<file path="src/rtl/prog_stream_loader_if.sv">
// rtl/prog_stream_loader_if.sv - byte stream, core programming and status bundle for prog_stream_loader
//
// Signals:
//   s_data/s_valid/s_ready : byte stream from the source (UART receiver, debug FIFO)
//   prog/en/addr/instr     : core programming interface toward single_cycle_r32i
//   busy/done/err/word_cnt : loader status
// Modports:
//   master : the environment side (drives the byte stream, observes everything else)
//   slave  : the loader side
interface prog_stream_loader_if;
    logic [7:0]  s_data;
    logic        s_valid;
    logic        s_ready;
    logic        prog;
    logic        en;
    logic [31:0] addr;
    logic [31:0] instr;
    logic        busy;
    logic        done;
    logic        err;
    logic [15:0] word_cnt;

    modport master (
        output s_data, s_valid,
        input  s_ready, prog, en, addr, instr, busy, done, err, word_cnt
    );

    modport slave (
        input  s_data, s_valid,
        output s_ready, prog, en, addr, instr, busy, done, err, word_cnt
    );
endinterface

</file>
<file path="src/rtl/prog_stream_loader.sv">
// rtl/prog_stream_loader.sv - boot-time loader writing a little-endian byte stream into instruction memory
//
// Ports:
//   clk  : system clock, all logic on posedge
//   rst  : synchronous active-high reset, priority over everything
//   bus  : prog_stream_loader_if.slave
//          s_data/s_valid in, s_ready out      - byte stream, transfer on s_valid && s_ready
//          prog/en/addr/instr out              - core programming interface
//          busy/done/err/word_cnt out          - status
// Stream format: 32-bit word count (LE), then that many 32-bit instruction words (LE).
// Every output is registered; next values are computed from the next state.
module prog_stream_loader #(
    parameter logic [31:0] BASE_ADDR = 32'h0000_0000,
    parameter int          MAX_WORDS = 1024
) (
    input  logic                  clk,
    input  logic                  rst,
    prog_stream_loader_if.slave   bus
);

    typedef enum logic [2:0] {
        ST_LEN,
        ST_CHECK,
        ST_DATA,
        ST_FLUSH,
        ST_RUN,
        ST_ERR
    } state_t;

    state_t      state_q, state_d;
    logic [1:0]  byte_idx_q, byte_idx_d;
    logic [31:0] len_q, len_d;
    // Only the three lower bytes need storing; the fourth arrives on the completing edge.
    logic [23:0] word_q, word_d;

    logic        s_ready_q, s_ready_d;
    logic        prog_q, prog_d;
    logic        en_q, en_d;
    logic [31:0] addr_q, addr_d;
    logic [31:0] instr_q, instr_d;
    logic        busy_q, busy_d;
    logic        done_q, done_d;
    logic        err_q, err_d;
    logic [15:0] word_cnt_q, word_cnt_d;

    logic        xfer;
    logic [15:0] word_cnt_inc;

    assign xfer         = bus.s_valid && s_ready_q;
    assign word_cnt_inc = word_cnt_q + 16'd1;

    always_comb begin
        state_d    = state_q;
        byte_idx_d = byte_idx_q;
        len_d      = len_q;
        word_d     = word_q;
        prog_d     = prog_q;
        en_d       = en_q;
        addr_d     = addr_q;
        instr_d    = instr_q;
        busy_d     = busy_q;
        done_d     = done_q;
        err_d      = err_q;
        word_cnt_d = word_cnt_q;
        s_ready_d  = 1'b0;

        case (state_q)
            ST_LEN: begin
                if (xfer) begin
                    byte_idx_d = byte_idx_q + 2'd1;
                    case (byte_idx_q)
                        2'd0: len_d[7:0]   = bus.s_data;
                        2'd1: len_d[15:8]  = bus.s_data;
                        2'd2: len_d[23:16] = bus.s_data;
                        default: begin
                            len_d[31:24] = bus.s_data;
                            state_d      = ST_CHECK;
                        end
                    endcase
                end
            end

            ST_CHECK: begin
                if (len_q == 32'd0 || len_q > 32'(MAX_WORDS)) begin
                    state_d = ST_ERR;
                end else begin
                    state_d = ST_DATA;
                end
            end

            ST_DATA: begin
                if (xfer) begin
                    byte_idx_d = byte_idx_q + 2'd1;
                    case (byte_idx_q)
                        2'd0: word_d[7:0]   = bus.s_data;
                        2'd1: word_d[15:8]  = bus.s_data;
                        2'd2: word_d[23:16] = bus.s_data;
                        default: begin
                            // addr and instr move together so the core never sees a mixed pair.
                            instr_d    = {bus.s_data, word_q};
                            prog_d     = 1'b1;
                            addr_d     = (word_cnt_q == 16'd0) ? BASE_ADDR : addr_q + 32'd4;
                            word_cnt_d = word_cnt_inc;
                            if ({16'd0, word_cnt_inc} == len_q) begin
                                state_d = ST_FLUSH;
                            end
                        end
                    endcase
                end
            end

            // One extra cycle with prog high so the final word gets a full write edge.
            ST_FLUSH: state_d = ST_RUN;

            ST_RUN:   state_d = ST_RUN;

            ST_ERR:   state_d = ST_ERR;

            default:  state_d = ST_ERR;
        endcase

        // Outputs follow the state being entered, so they line up with it on the same edge.
        s_ready_d = (state_d == ST_LEN) || (state_d == ST_DATA);

        if (state_d == ST_RUN) begin
            prog_d = 1'b0;
            en_d   = 1'b1;
            done_d = 1'b1;
            busy_d = 1'b0;
        end

        if (state_d == ST_ERR) begin
            prog_d = 1'b0;
            en_d   = 1'b0;
            err_d  = 1'b1;
            busy_d = 1'b0;
        end
    end

    always_ff @(posedge clk) begin
        if (rst) begin
            state_q    <= ST_LEN;
            byte_idx_q <= 2'd0;
            len_q      <= 32'd0;
            word_q     <= 24'd0;
            s_ready_q  <= 1'b0;
            prog_q     <= 1'b0;
            en_q       <= 1'b0;
            addr_q     <= BASE_ADDR;
            instr_q    <= 32'd0;
            busy_q     <= 1'b1;
            done_q     <= 1'b0;
            err_q      <= 1'b0;
            word_cnt_q <= 16'd0;
        end else begin
            state_q    <= state_d;
            byte_idx_q <= byte_idx_d;
            len_q      <= len_d;
            word_q     <= word_d;
            s_ready_q  <= s_ready_d;
            prog_q     <= prog_d;
            en_q       <= en_d;
            addr_q     <= addr_d;
            instr_q    <= instr_d;
            busy_q     <= busy_d;
            done_q     <= done_d;
            err_q      <= err_d;
            word_cnt_q <= word_cnt_d;
        end
    end

    assign bus.s_ready  = s_ready_q;
    assign bus.prog     = prog_q;
    assign bus.en       = en_q;
    assign bus.addr     = addr_q;
    assign bus.instr    = instr_q;
    assign bus.busy     = busy_q;
    assign bus.done     = done_q;
    assign bus.err      = err_q;
    assign bus.word_cnt = word_cnt_q;

endmodule

</file>
<file path="src/flat_wrapper.sv">
// flat-port wrapper written by rule: the top's interface ports become plain ports
module prog_stream_loader_flat 
#(
    parameter logic [31:0] BASE_ADDR = 32'h0000_0000,
    parameter int          MAX_WORDS = 1024
)
  (clk, rst, bus_s_data, bus_s_valid, bus_s_ready, bus_prog, bus_en, bus_addr, bus_instr, bus_busy, bus_done, bus_err, bus_word_cnt);
  prog_stream_loader_if bus_i ();
  input  logic clk;
  input  logic rst;
  input wire logic [$bits(bus_i.s_data)-1:0] bus_s_data;
  input wire logic [$bits(bus_i.s_valid)-1:0] bus_s_valid;
  output wire logic [$bits(bus_i.s_ready)-1:0] bus_s_ready;
  output wire logic [$bits(bus_i.prog)-1:0] bus_prog;
  output wire logic [$bits(bus_i.en)-1:0] bus_en;
  output wire logic [$bits(bus_i.addr)-1:0] bus_addr;
  output wire logic [$bits(bus_i.instr)-1:0] bus_instr;
  output wire logic [$bits(bus_i.busy)-1:0] bus_busy;
  output wire logic [$bits(bus_i.done)-1:0] bus_done;
  output wire logic [$bits(bus_i.err)-1:0] bus_err;
  output wire logic [$bits(bus_i.word_cnt)-1:0] bus_word_cnt;
  assign bus_i.s_data = bus_s_data;
  assign bus_i.s_valid = bus_s_valid;
  assign bus_s_ready = bus_i.s_ready;
  assign bus_prog = bus_i.prog;
  assign bus_en = bus_i.en;
  assign bus_addr = bus_i.addr;
  assign bus_instr = bus_i.instr;
  assign bus_busy = bus_i.busy;
  assign bus_done = bus_i.done;
  assign bus_err = bus_i.err;
  assign bus_word_cnt = bus_i.word_cnt;
  prog_stream_loader #(.BASE_ADDR(BASE_ADDR), .MAX_WORDS(MAX_WORDS)) u_core (.clk(clk), .rst(rst), .bus(bus_i));
endmodule
</file>
<file path="config.mk">
export PLATFORM = sky130hd
export DESIGN_NAME = prog_stream_loader_flat
export DESIGN_NICKNAME = d
export VERILOG_FILES = /design/src/rtl/prog_stream_loader_if.sv /design/src/rtl/prog_stream_loader.sv /design/src/flat_wrapper.sv
export SDC_FILE = /design/constraint.sdc
export NUM_CORES = 1
export LEC_CHECK = 0
export CAP_MARGIN = 25
export CELL_PAD_IN_SITES_DETAIL_PLACEMENT = 1
export CELL_PAD_IN_SITES_GLOBAL_PLACEMENT = 1
export CORE_MARGIN = 5
export CORE_UTILIZATION = 40
export CTS_CLUSTER_DIAMETER = 60
export DETAILED_ROUTE_END_ITERATION = 10
export DONT_BUFFER_PORTS = 1
export GPL_ROUTABILITY_DRIVEN = 0
export GPL_TIMING_DRIVEN = 0
export PLACE_DENSITY = 0.74
export REMOVE_ABC_BUFFERS = 1
export SLEW_MARGIN = 10
export SYNTH_ARGS = -nofsm -noshare
export SYNTH_HDL_FRONTEND = slang
export SYNTH_SLANG_ARGS = --single-unit
</file>
<file path="constraint.sdc">
create_clock -name clk -period 3.36 [get_ports clk]
set_input_delay 0.336 -clock clk [delete_from_list [all_inputs] [get_ports clk]]
set_output_delay 0.336 -clock clk [all_outputs]
set_load 0.05 [all_outputs]
</file>
Word-level counts from Yosys, hierarchy flattened:

Cells that the tools add are included.

* $add $sub $neg: 3
* magnitude comparators: 1
* eq/ne operators: 10
* multiplexer cells: 10
* bitwise operators: 1
* reduce and logical (&&, ||, !) cells: 23

Operators by type and width (number)
* $add A32 B3 Y32 const B: 1
* $eq A16 B32 Y1: 1
* $gt A32 B11 Y1 const B: 1
* $logic_not A32 Y1: 1
* $mux W32: 1
* $reduce_and A3 Y1: 8
* $mux W3: 6
* $add A16 B1 Y16 const B: 1
* $logic_not A16 Y1: 1
* $pmux W3 S4: 1
* $eq A3 B2 Y1 const B: 3
* $eq A3 B3 Y1 const B: 3
* $logic_not A3 Y1: 2
* $reduce_or A2 Y1: 3
* $reduce_or A3 Y1: 2
* $eq A3 B1 Y1 const B: 1
* $add A2 B1 Y2 const B: 1
* $eq A2 B1 Y1 const B: 1
* $eq A2 B2 Y1 const B: 1
* $logic_not A2 Y1: 1
* $logic_or A1 B1 Y1: 2
* $mux W1: 2
* $reduce_and A2 Y1: 1
* $reduce_bool A2 Y1: 1
* 2 further kinds: 2

* bits in registers: 147
* input port bits: 11
* word-level logic and storage cells: 66

Depth between registers and ports, before layout:

Gate-level depths: netlist of run 1.

* word-level depth: 9
* mapped depth: 10
* gate-level depth less buffers: 8

Least setup slack after synthesis of run 1:

No wires, ideal clock.

* kind: flip-flop to flip-flop
* from: register u_core.word_cnt_q[0], in the netlist u_core.bus.word_cnt[0]
* to: register u_core.s_ready_q, in the netlist u_core.bus.s_ready
* setup time: 0.115 ns
* arrival: 2.626 ns
* data required time: 3.245 ns
* path slack: 0.619 ns
* cell stages (with the launch flop): 9
* buffers on the path: 1
* clock period less this slack: 2.741 ns
* path through: dfxtp_1 > ha_1 > and3_1 > buf_2 > nand4_1 > o311ai_0 > o2111ai_1 > or4_1 > o21ba_2

* cells in the longest elaborated chain, start to end: 8
* elaborated cells between the ends (all ways): 9

Ends and longest elaborated chain
* from (decl): line prog_stream_loader.sv:44 `logic [15:0] word_cnt_q, word_cnt_d;`
* from (signal assigned): line prog_stream_loader.sv:168 `word_cnt_q <= word_cnt_d;`
* $add A16 B1 Y16 *: line prog_stream_loader.sv:50 `assign word_cnt_inc = word_cnt_q + 16'd1;`
* $eq A16 B32 Y1 *: line prog_stream_loader.sv:104 `if ({16'd0, word_cnt_inc} == len_q) begin`
* $mux W3 *: line prog_stream_loader.sv:104
* $mux W3 *: line prog_stream_loader.sv:94 `case (byte_idx_q)`
* $mux W3 *: line prog_stream_loader.sv:92 `if (xfer) begin`
* $pmux W3 S4 *: line prog_stream_loader.sv:67 `case (state_q)`
* $eq A3 B2 Y1 or $logic_not A3 Y1 (tied branches): line prog_stream_loader.sv:123 `s_ready_d = (state_d == ST_LEN) || (state_d == ST_DATA);`
* $logic_or A1 B1 Y1 *: line prog_stream_loader.sv:123
* to (signal assigned): line prog_stream_loader.sv:160 `s_ready_q <= s_ready_d;`
* to (decl): line prog_stream_loader.sv:36 `logic s_ready_q, s_ready_d;`

Mark *: on every way between the ends. The rest lies on a longest branch, timed or not.
A chain may end at the register's enable or synchronous reset.

Worst setup path after layout of run 1:

* from: register u_core.word_cnt_q[4], in the netlist u_core.bus.word_cnt[4]
* to: register u_core.state_q[0]

* cells in the longest elaborated chain, start to end: 6

Ends and longest elaborated chain
* $add A16 B1 Y16: line prog_stream_loader.sv:50
* $eq A16 B32 Y1: line prog_stream_loader.sv:104
* $mux W3: line prog_stream_loader.sv:104
* $mux W3: line prog_stream_loader.sv:94
* $mux W3: line prog_stream_loader.sv:92
* $pmux W3 S4: line prog_stream_loader.sv:67
* to (signal assigned): line prog_stream_loader.sv:156 `state_q <= state_d;`
* to (decl): line prog_stream_loader.sv:30 `state_t state_q, state_d;`

No other way between the ends.

==> run metrics, run 1 <==
Final Setup Violations 0; crit share post-route 93.97%; post-route insts no fill 937; Setup crit start kind register; max_cap viols 0; initial antenna violation count 0; min cycle time layout 3.157 ns; Worst-Margin Slew 0.9473 ns; worst setup margin 0.2026 ns; FF+latch count, synth 145; Worst Skew 0.01018 ns; CTS tree done; Leak 0.002735 µW; syn avg cell area 8.655 µm²; Cell Rows 46; pre-CTS setup slack 0.09061 ns; leading cell type in the layout, fill and taps excluded dfxtp_1; sequential fraction of the synthesis area 45.51%; Clock Sinks 145; RSZ-0062 raised after global routing false; Root Buffer Master clkbuf_16; Die Area 18570 µm²; Syn. warnings 0; slowest cell on the critical path dfxtp_1; Final Util 44.86%; crit path max fanout 13; fin nets 727; DR vias 5009; Initial Util 40.45%; via/cell ratio 5.346; port bufs 0; delay-heaviest family, CP simple AND/OR/NAND/NOR gates; WP data required 3.68 ns; n_diodes 0; CTS Buffer Depth 2; Inst Count DP 904; Horiz. Die Dim 136.3 µm; detailed-route wire length 17360 µm; most frequent cells in the layout dfxtp_1, nor2_1, nand2_1, mux2i_1, a21oi_1; CP arrival 3.47 ns; Peak VDD IR 320.0 µV; CP endpoint kind register; DRC 0; fin. max-slew vios 0; layout cells sized above 1 6.103%; Post-Synthesis Cells 737; H-tree depth 4; Worst Path Buf+Inv 0; Iter 0 DRT Violations 235; Post-synth top flop dfxtp_1; slew margin rel. 36.76%; CORE AREA 15770 µm²; area added between synthesis and finish 10.91%; gr usage total 19.44%; Synth cell types 54; Die Y 136.3 µm; Post-synth EDFFs 0; CP peak stage delay 0.91 ns; crit-path cells and4_1, nand3_1, o21ai_0, o211ai_1, or4_1, o31ai_1; DP HPWL 11790 µm; vias in the first global route 5438; Fin. Hold Viols 0; Peak Freq 316.7 MHz; Power Total 3673 µW; WL/cell 18.53 µm; first-pass GRT wire length 28260 µm; Power Density 519.2 nW/µm²; largest net degree at the start of global routing 109; cell area after synthesis 6379 µm²; Overflow after GRT 0; drt first pass iters 4; Hold WS 0.04465 ns; Top Ports 97; Post-synth ARST share 0%; Num CTS Buffers 17; later-pin clock latency in the skew report 0.42 ns; worst min path class primary input to register; worst setup path class register to register; post-route ant nets 0; Clk pin slew, worst setup/hold paths 0.06 ns; status completed
layer usage:
layer,up-vias,GRT usage [%],part of all wire [%],routed length [µm]
met2,105,34.18,51,8827
met1,2461,21.61,41,7075
met5,-,0,0,0
li1,2416,-,-,-
met4,0,7.447,1.8,314
met3,27,6.625,6.6,1141
worst paths after layout:
path,to,cells after the start,slack [ns],from
setup / recovery,u_core.state_q[0],6,0.20,u_core.bus.word_cnt[4]
hold / removal,u_core.state_q[0],1,0.04,rst
setup reg to reg,u_core.state_q[0],6,0.20,u_core.bus.word_cnt[4]
hold reg to reg,u_core.bus.instr[13],2,0.46,u_core.word_q[13]
synth_stat cells (all sizes together) (13+ instances only):
library cell | instances | share of area [%]
nand2 | 96 | 5.6
dfxtp | 145 | 46
inv | 13 | 0.77
xor2 | 20 | 2.7
mux2i | 58 | 9.1
a21oi | 44 | 3.5
xnor2 | 40 | 5.5
clkbuf | 39 | 2.3
nor3 | 13 | 1.0
nor2 | 113 | 6.6
nand3 | 21 | 1.6
buf | 14 | 1.5
logic make-up after synthesis:
kind of cell    synth area share (%)
simple gates                   23.72
mux                            9.278
buf+inv                        4.590
compound gates                 7.238
flops                          45.51
other cells                  0.05879
xor+xnor                       8.239
fa+ha+maj                      1.373
sequential cells by signal, summed over array words and instances (netlist names):
name	flops
u_core.bus.busy	1
u_core.bus.instr	32
u_core.len_q	32
u_core.bus.addr	30
u_core.bus.err	1
u_core.bus.word_cnt	16
u_core.bus.en	1
u_core.word_q	24
u_core.bus.done	1
u_core.bus.prog	1
u_core.state_q	3
u_core.byte_idx_q	2
u_core.bus.s_ready	1
where the power goes:
part / total [µW] / switching, µW / internal (µW) / leakage [µW]
sequential: 1750 / 16.2 / 1730 / 0.00117
combinational: 123 / 75.5 / 47.8 / 0.00130
clock: 1800 / 758 / 1050 / 0.000266
final cells by class:
type / instances / area [µm²]
well taps: 216 / 270.3
clock inverters: 10 / 105.1
repair buffers: 5 / 100.1
flip-flops and latches: 145 / 2905
multi-input cells: 527 / 3194
fillers: 1867 / 8696
clock buffers: 21 / 450.4
inverters: 13 / 48.80
timing repair:
action / in CTS / in global routing
hold buffers: 2 / 0
buffers inserted: 0 / 0
hold endpoints to repair: 108 / 0
gates resized for setup: 0 / 2
endpoints found under the setup margin: 0 / 2
through the flow:
stage               setup TNS (ns)  cell area (µm²)
floorplan                   -11.91             6138
global placement            -68.43             6409
detailed placement               0             6479
CTS                              0             7072
global route                     0             7074
finish                           0             7074
Note: power is estimated with default switching activity, not from simulation.
==> inputs of run 2 (changes only) <==
Settings changed: CORE_MARGIN 5 to 2, CTS_BUF_LIST from default to sky130_fd_sc_hd__clkbuf_4 sky130_fd_sc_hd__clkbuf_8, SLEW_MARGIN 10 to default.
==> run 2 against run 1 <==
Net effect:
- largest power group is now registers
- hold slack worse by 0.0061 ns
- first-iteration DRC count down 15%
- sequential share of layout area up 0.77 points
- critical path depth is the same
- non-clock buffer count up 3
- clock-buffer cell count is the same
- via count grew 1.2%
- design area decreased by 1.8%
- maximum frequency is 3.8% higher
- clock skew is essentially flat
- routed wire length fell by 4.7%
- critical path type unchanged
==> run metrics, run 2 (same netlist as run 1, synthesis figures left out) <==
Top Ports 97 (unchanged); CORE AREA 15710 µm² (-0.36%); layout cells sized above 1 6.345% (+0.24 points); Clk pin slew, worst setup/hold paths 0.08 ns (+0.02 ns); leading cell type in the layout, fill and taps excluded dfxtp_1; CTS Buffer Depth 2 (unchanged); Cell Rows 46 (unchanged); post-route insts no fill 941 (+0.43%); Power Density 474.5 nW/µm² (-8.6%); max_cap viols 0 (unchanged); Peak VDD IR 228.4 µV (-29%); first-pass GRT wire length 26540 µm (-6.1%); # Post-CTS Setup Buffers 0 (unchanged); Num CTS Buffers 17 (unchanged); port bufs 0 (unchanged); Initial Util 40.60% (+0.15 points); Iter 0 DRT Violations 200 (-15%); Inst Count DP 902 (-0.22%); slew margin rel. 38.74% (+2.0 points); fin. max-slew vios 0 (unchanged); later-pin clock latency in the skew report 0.44 ns (+0.02 ns); DRC 0 (unchanged); detailed-route wire length 16550 µm (-4.7%); CP startpoint u_core.bus.word_cnt[4]; Leak 0.002685 µW (-1.8%); gr usage total 20.21% (+0.77 points); Hold Path Origin bus_s_data[7]; Power Total 3295 µW (-10%); Fin. Hold Viols 0 (unchanged); Horiz. Die Dim 130.3 µm (-4.4%); min cycle time layout 3.042 ns (-0.1159 ns); largest net degree at the start of global routing 111 (+1.8%); slowest cell on the critical path dfxtp_1; CP arrival 3.38 ns (-0.09 ns); CTS tree done; Clock Sinks 145 (unchanged); Die Area 16970 µm² (-8.6%); Cell Area, Placed 6431 µm² (-0.73%); DR vias 5068 (+1.2%); Worst Skew 0.009798 ns (-0.0003774 ns); Overflow after GRT 0 (unchanged); Final Setup Violations 0 (unchanged); Setup crit start kind register; worst min path class primary input to register; Worst-Margin Slew 0.9177 ns (-0.02957 ns); WL/cell 17.58 µm (-5.1%); crit-path cells and4_1, nand4_1, o311ai_0, o2111ai_1, or4_1, o21ba_2; Die Y 130.3 µm (-4.4%); via/cell ratio 5.386 (+0.75%); n_diodes 0 (unchanged); setup TNS 0 ns (unchanged); vias in the first global route 5298 (-2.6%); drt first pass iters 4 (unchanged); worst setup path class register to register; fin nets 730 (+0.41%); reg2reg start u_core.bus.word_cnt[4]; initial antenna violation count 0 (unchanged); WP data required 3.70 ns (+0.02 ns); CP endpoint kind register; area added between synthesis and finish 8.866%; Hold WS 0.03850 ns (-0.006149 ns); H-tree depth 4 (unchanged); most frequent cells in the layout dfxtp_1, nor2_1, nand2_1, mux2i_1, a21oi_1; post-route ant nets 0 (unchanged); crit share post-route 90.52% (-3.4 points); crit path max fanout 13 (unchanged); status completed; Root Buffer Master clkbuf_8; Peak Freq 328.8 MHz (+3.8%); CP peak stage delay 0.92 ns (about the same); Design Area, Final 6944 µm² (-1.8%); RSZ-0062 raised after global routing false; DP HPWL 11240 µm (-4.7%)
[run 2: cell count changes in the layout (fill, tap and decap cells not counted), sizes merged]
cell         change
buf              -2
bufinv           +1
inv              -1
dlygate4sd3      +5
clkinvlp         +1
[run 2: timing repair]
action | CTS | global route
resized for setup | 0 | 4
endpoints found under the setup margin | 0 | 18
hold buffers | 6 | 1
hold endpoints to repair | 110 | 1
[run 2: worst paths after layout]
path	end	slack [ns]	cells after the start
setup / recovery	u_core.bus.s_ready	0.32	6
hold reg to reg	u_core.bus.instr[22]	0.45	2
setup reg to reg	u_core.bus.s_ready	0.32	6
hold / removal	u_core.bus.instr[31]	0.04	2
[run 2: power by group]
part | internal (µW) | leakage, µW | switching, µW
Combinational | 51.9 | 0.00131 | 77.1
Clock | 743 | 0.000205 | 679
Sequential | 1730 | 0.00117 | 16.4
[run 2: metal layers]
| metal | vias up | GRT usage (%) | part of all wire [%] |
|---|---|---|---|
| met1 | 2499 | 23.42 | 43 |
| met5 | - | 0 | 0 |
| met4 | 0 | 6.705 | 1.9 |
| li1 | 2431 | - | - |
| met2 | 116 | 35.79 | 49 |
| met3 | 22 | 5.863 | 5.4 |
[run 2: metrics by stage]
stage	setup slack (ns)	util, %
2_1_floorplan	-0.4065	-
3_3_place_gp	-2.318	40.79
3_5_place_dp	0.02643	40.93
4_1_cts	0.01791	44.08
5_1_grt	0.09507	44.19
6_report	0.3185	44.19
[run 2: cell type report]
class | instances | area, µm²
Clock buffer | 21 | 289.0
Clock inverter | 11 | 127.6
Fill cell | 1881 | 8768
Multi-Input combinational cell | 527 | 3201
Sequential cell | 145 | 2905
Timing Repair Buffer | 8 | 102.6
Tap cell | 216 | 270.3
Inverter | 13 | 48.80
[run 2: worst max-delay path, delay by kind of cell, from the launching register on]
kind	cells	cell delay [ns]
AOI/OAI and AO/OA	3	0.80
and+or+nand+nor	3	1.21
DFF	1	0.92
==> inputs of run 3 (changes only) <==
Settings changed: PLACE_DENSITY 0.74 to 0.77.
Clock period 3.36 ns to 2.55 ns, I/O delays scaled along.
==> run 3 against run 2 <==
Net effect:
- clock power is 23% higher
- hold slack better by 0.17 ns
- clock-buffer cell count is 4 lower
- critical path type unchanged
- die area stayed put
- sequential share of layout area is 0.37 points lower
- utilization is 1.1 points higher
- largest cell class unchanged
==> run metrics, run 3 (same netlist as run 1, synthesis figures left out) <==
status completed; DP HPWL 11160 µm (-0.74%); WP data required 2.91 ns (-0.79 ns); CTS tree done; fill count 1830 (-2.7%); CP startpoint u_core.bus.word_cnt[4]; crit share post-route 96.78% (+6.3 points); leading cell type in the layout, fill and taps excluded dfxtp_1; worst reg2reg endpoint u_core.bus.s_ready; Cell Rows 46 (unchanged); Hold Path Origin rst; Hold WS 0.2103 ns (+0.1718 ns); H-tree depth 4 (unchanged); vias in the first global route 5222 (-1.4%); largest net degree at the start of global routing 113 (+1.8%); CP arrival 2.82 ns (-0.56 ns); via/cell ratio 5.350 (-0.67%); Top Ports 97 (unchanged); fin. max-slew vios 0 (unchanged); detailed-route wire length 17070 µm (+3.2%); crit path max fanout 13 (unchanged); Peak Freq 405.2 MHz (+23%); worst min path class primary input to register; layout cells sized above 1 12.31% (+6.0 points); Worst-Margin Slew 0.7628 ns (-0.1549 ns); R2R cell count 6 (unchanged); max_cap viols 0 (unchanged); post-route ant nets 0 (unchanged); DR vias 5077 (+0.18%); drt first pass iters 4 (unchanged); Fin. Hold Viols 0 (unchanged); reg2reg start u_core.bus.word_cnt[4]; most frequent cells in the layout dfxtp_1, nor2_1, nand2_1, mux2i_1, a21oi_1; gr usage total 20.09% (-0.12 points); Peak VDD IR 405.8 µV (+78%); Num CTS Buffers 17 (unchanged); Initial Util 40.60% (unchanged); Setup crit start kind register; Root Buffer Master clkbuf_8; R2R setup slack 0.08 ns (-0.24 ns); RSZ-0062 raised after global routing true; later-pin clock latency in the skew report 0.45 ns (about the same); Iter 0 DRT Violations 183 (-8.5%); Power Density 594.4 nW/µm² (+25%); fin nets 736 (+0.82%); Final Util 45.30% (+1.1 points); Die Area 16970 µm² (unchanged); port bufs 0 (unchanged); worst setup path class register to register; CORE AREA 15710 µm² (unchanged); WL/cell 17.99 µm (+2.3%); Multi-input gate area 3313 µm² (+3.5%); crit path to u_core.bus.s_ready; first-pass GRT wire length 26410 µm (-0.49%); slew margin rel. 49.08% (+10 points); Worst Skew 0.008095 ns (-0.001703 ns); Leak 0.002708 µW (+0.82%); Clk pin slew, worst setup/hold paths 0.09 ns (about the same); area added between synthesis and finish 11.59%; CTS Buffer Depth 2 (unchanged); Final Setup Violations 0 (unchanged); CP endpoint kind register; Die Y 130.3 µm (unchanged); Clock Sinks 145 (unchanged); Overflow after GRT 0 (unchanged); Horiz. Die Dim 130.3 µm (unchanged); DRC 0 (unchanged); min cycle time layout 2.468 ns (-0.5736 ns); register area 2952 µm² (+1.6%); initial antenna violation count 2 (+2)
==> run 3: cell count changes in the layout (fill, tap and decap cells not counted), moves of 3 or more <==
cell / before / now
and4_2: 0 / 3
dfxtp_2: 2 / 15
and4_1: 9 / 6
dfxtp_4: 0 / 8
dfxtp_1: 143 / 122
inv_8: 0 / 3
inv_6: 2 / 9
clkbuf_8: 21 / 17
buf_4: 0 / 3
==> run 3: worst max-delay path, cell delays in order (launching register included) <==
cell       delay [ns]
dfxtp_4          0.53
and4_2           0.40
nand3_2          0.20
a2111oi_2        0.37
o2111ai_1        0.18
or4_4            0.46
o21ba_2          0.22
==> run 3: per-stage QoR <==
stage          cells  TNS [ns]  total power, µW  instance area [µm²]  setup WS (ns)
4_1_cts          944         0             4283                 7008       0.008513
2_1_floorplan    685    -36.87             2448                 6138         -1.217
3_3_place_gp     901   -108.19             2469                 6409         -3.078
6_report         949         0             4231                 7118        0.08210
3_5_place_dp     902    -19.01             2484                 6444        -0.7173
5_1_grt          949  -0.03597             4408                 7118       -0.01685
==> run 3: layout make-up <==
cell class	count	area share, %
clock inverters	15	1.934
flip-flops and latches	145	41.47
multi-input cells	528	46.55
inverters	13	0.6855
clock buffers	17	3.287
repair buffers	13	2.215
diodes	2	0.07031
well taps	216	3.797
==> run 3: worst min-delay path by stage <==
stage               cells after the start  slack (ns)                     end
global placement                        1        0.34    u_core.bus.instr[12]
global route                            2        0.21       u_core.word_q[14]
finish                                  2        0.21       u_core.word_q[14]
detailed placement                      1        0.34    u_core.bus.instr[12]
floorplan                               1        0.32     u_core.bus.instr[0]
CTS                                     2        0.20  u_core.bus.word_cnt[5]
==> run 3: repair_timing <==
item / CTS / global route
endpoints found under the setup margin: 58 / 33
gates cloned: 1 / 0
hold buffers: 9 / 0
pin swaps: 0 / 2
buffers inserted: 0 / 3
gates resized for setup: 34 / 23
hold endpoints to repair: 112 / 0
==> run 3: report_power, final <==
part	total, µW	leakage, µW	internal (µW)	switching [µW]
clock network	1740	0.000190	723	1020
registers	2290	0.00118	2270	22.1
logic	198	0.00134	74.6	124
==> run 3: routing by layer <==
metal	vias to the layer above	share of wire [%]	track usage, %	wire length, µm
li1	2443	-	-	-
met1	2494	42	23.59	7200
met2	119	50	34.99	8574
met3	21	6.3	6.191	1067
met4	0	1.3	6.578	228
met5	-	0	0	0
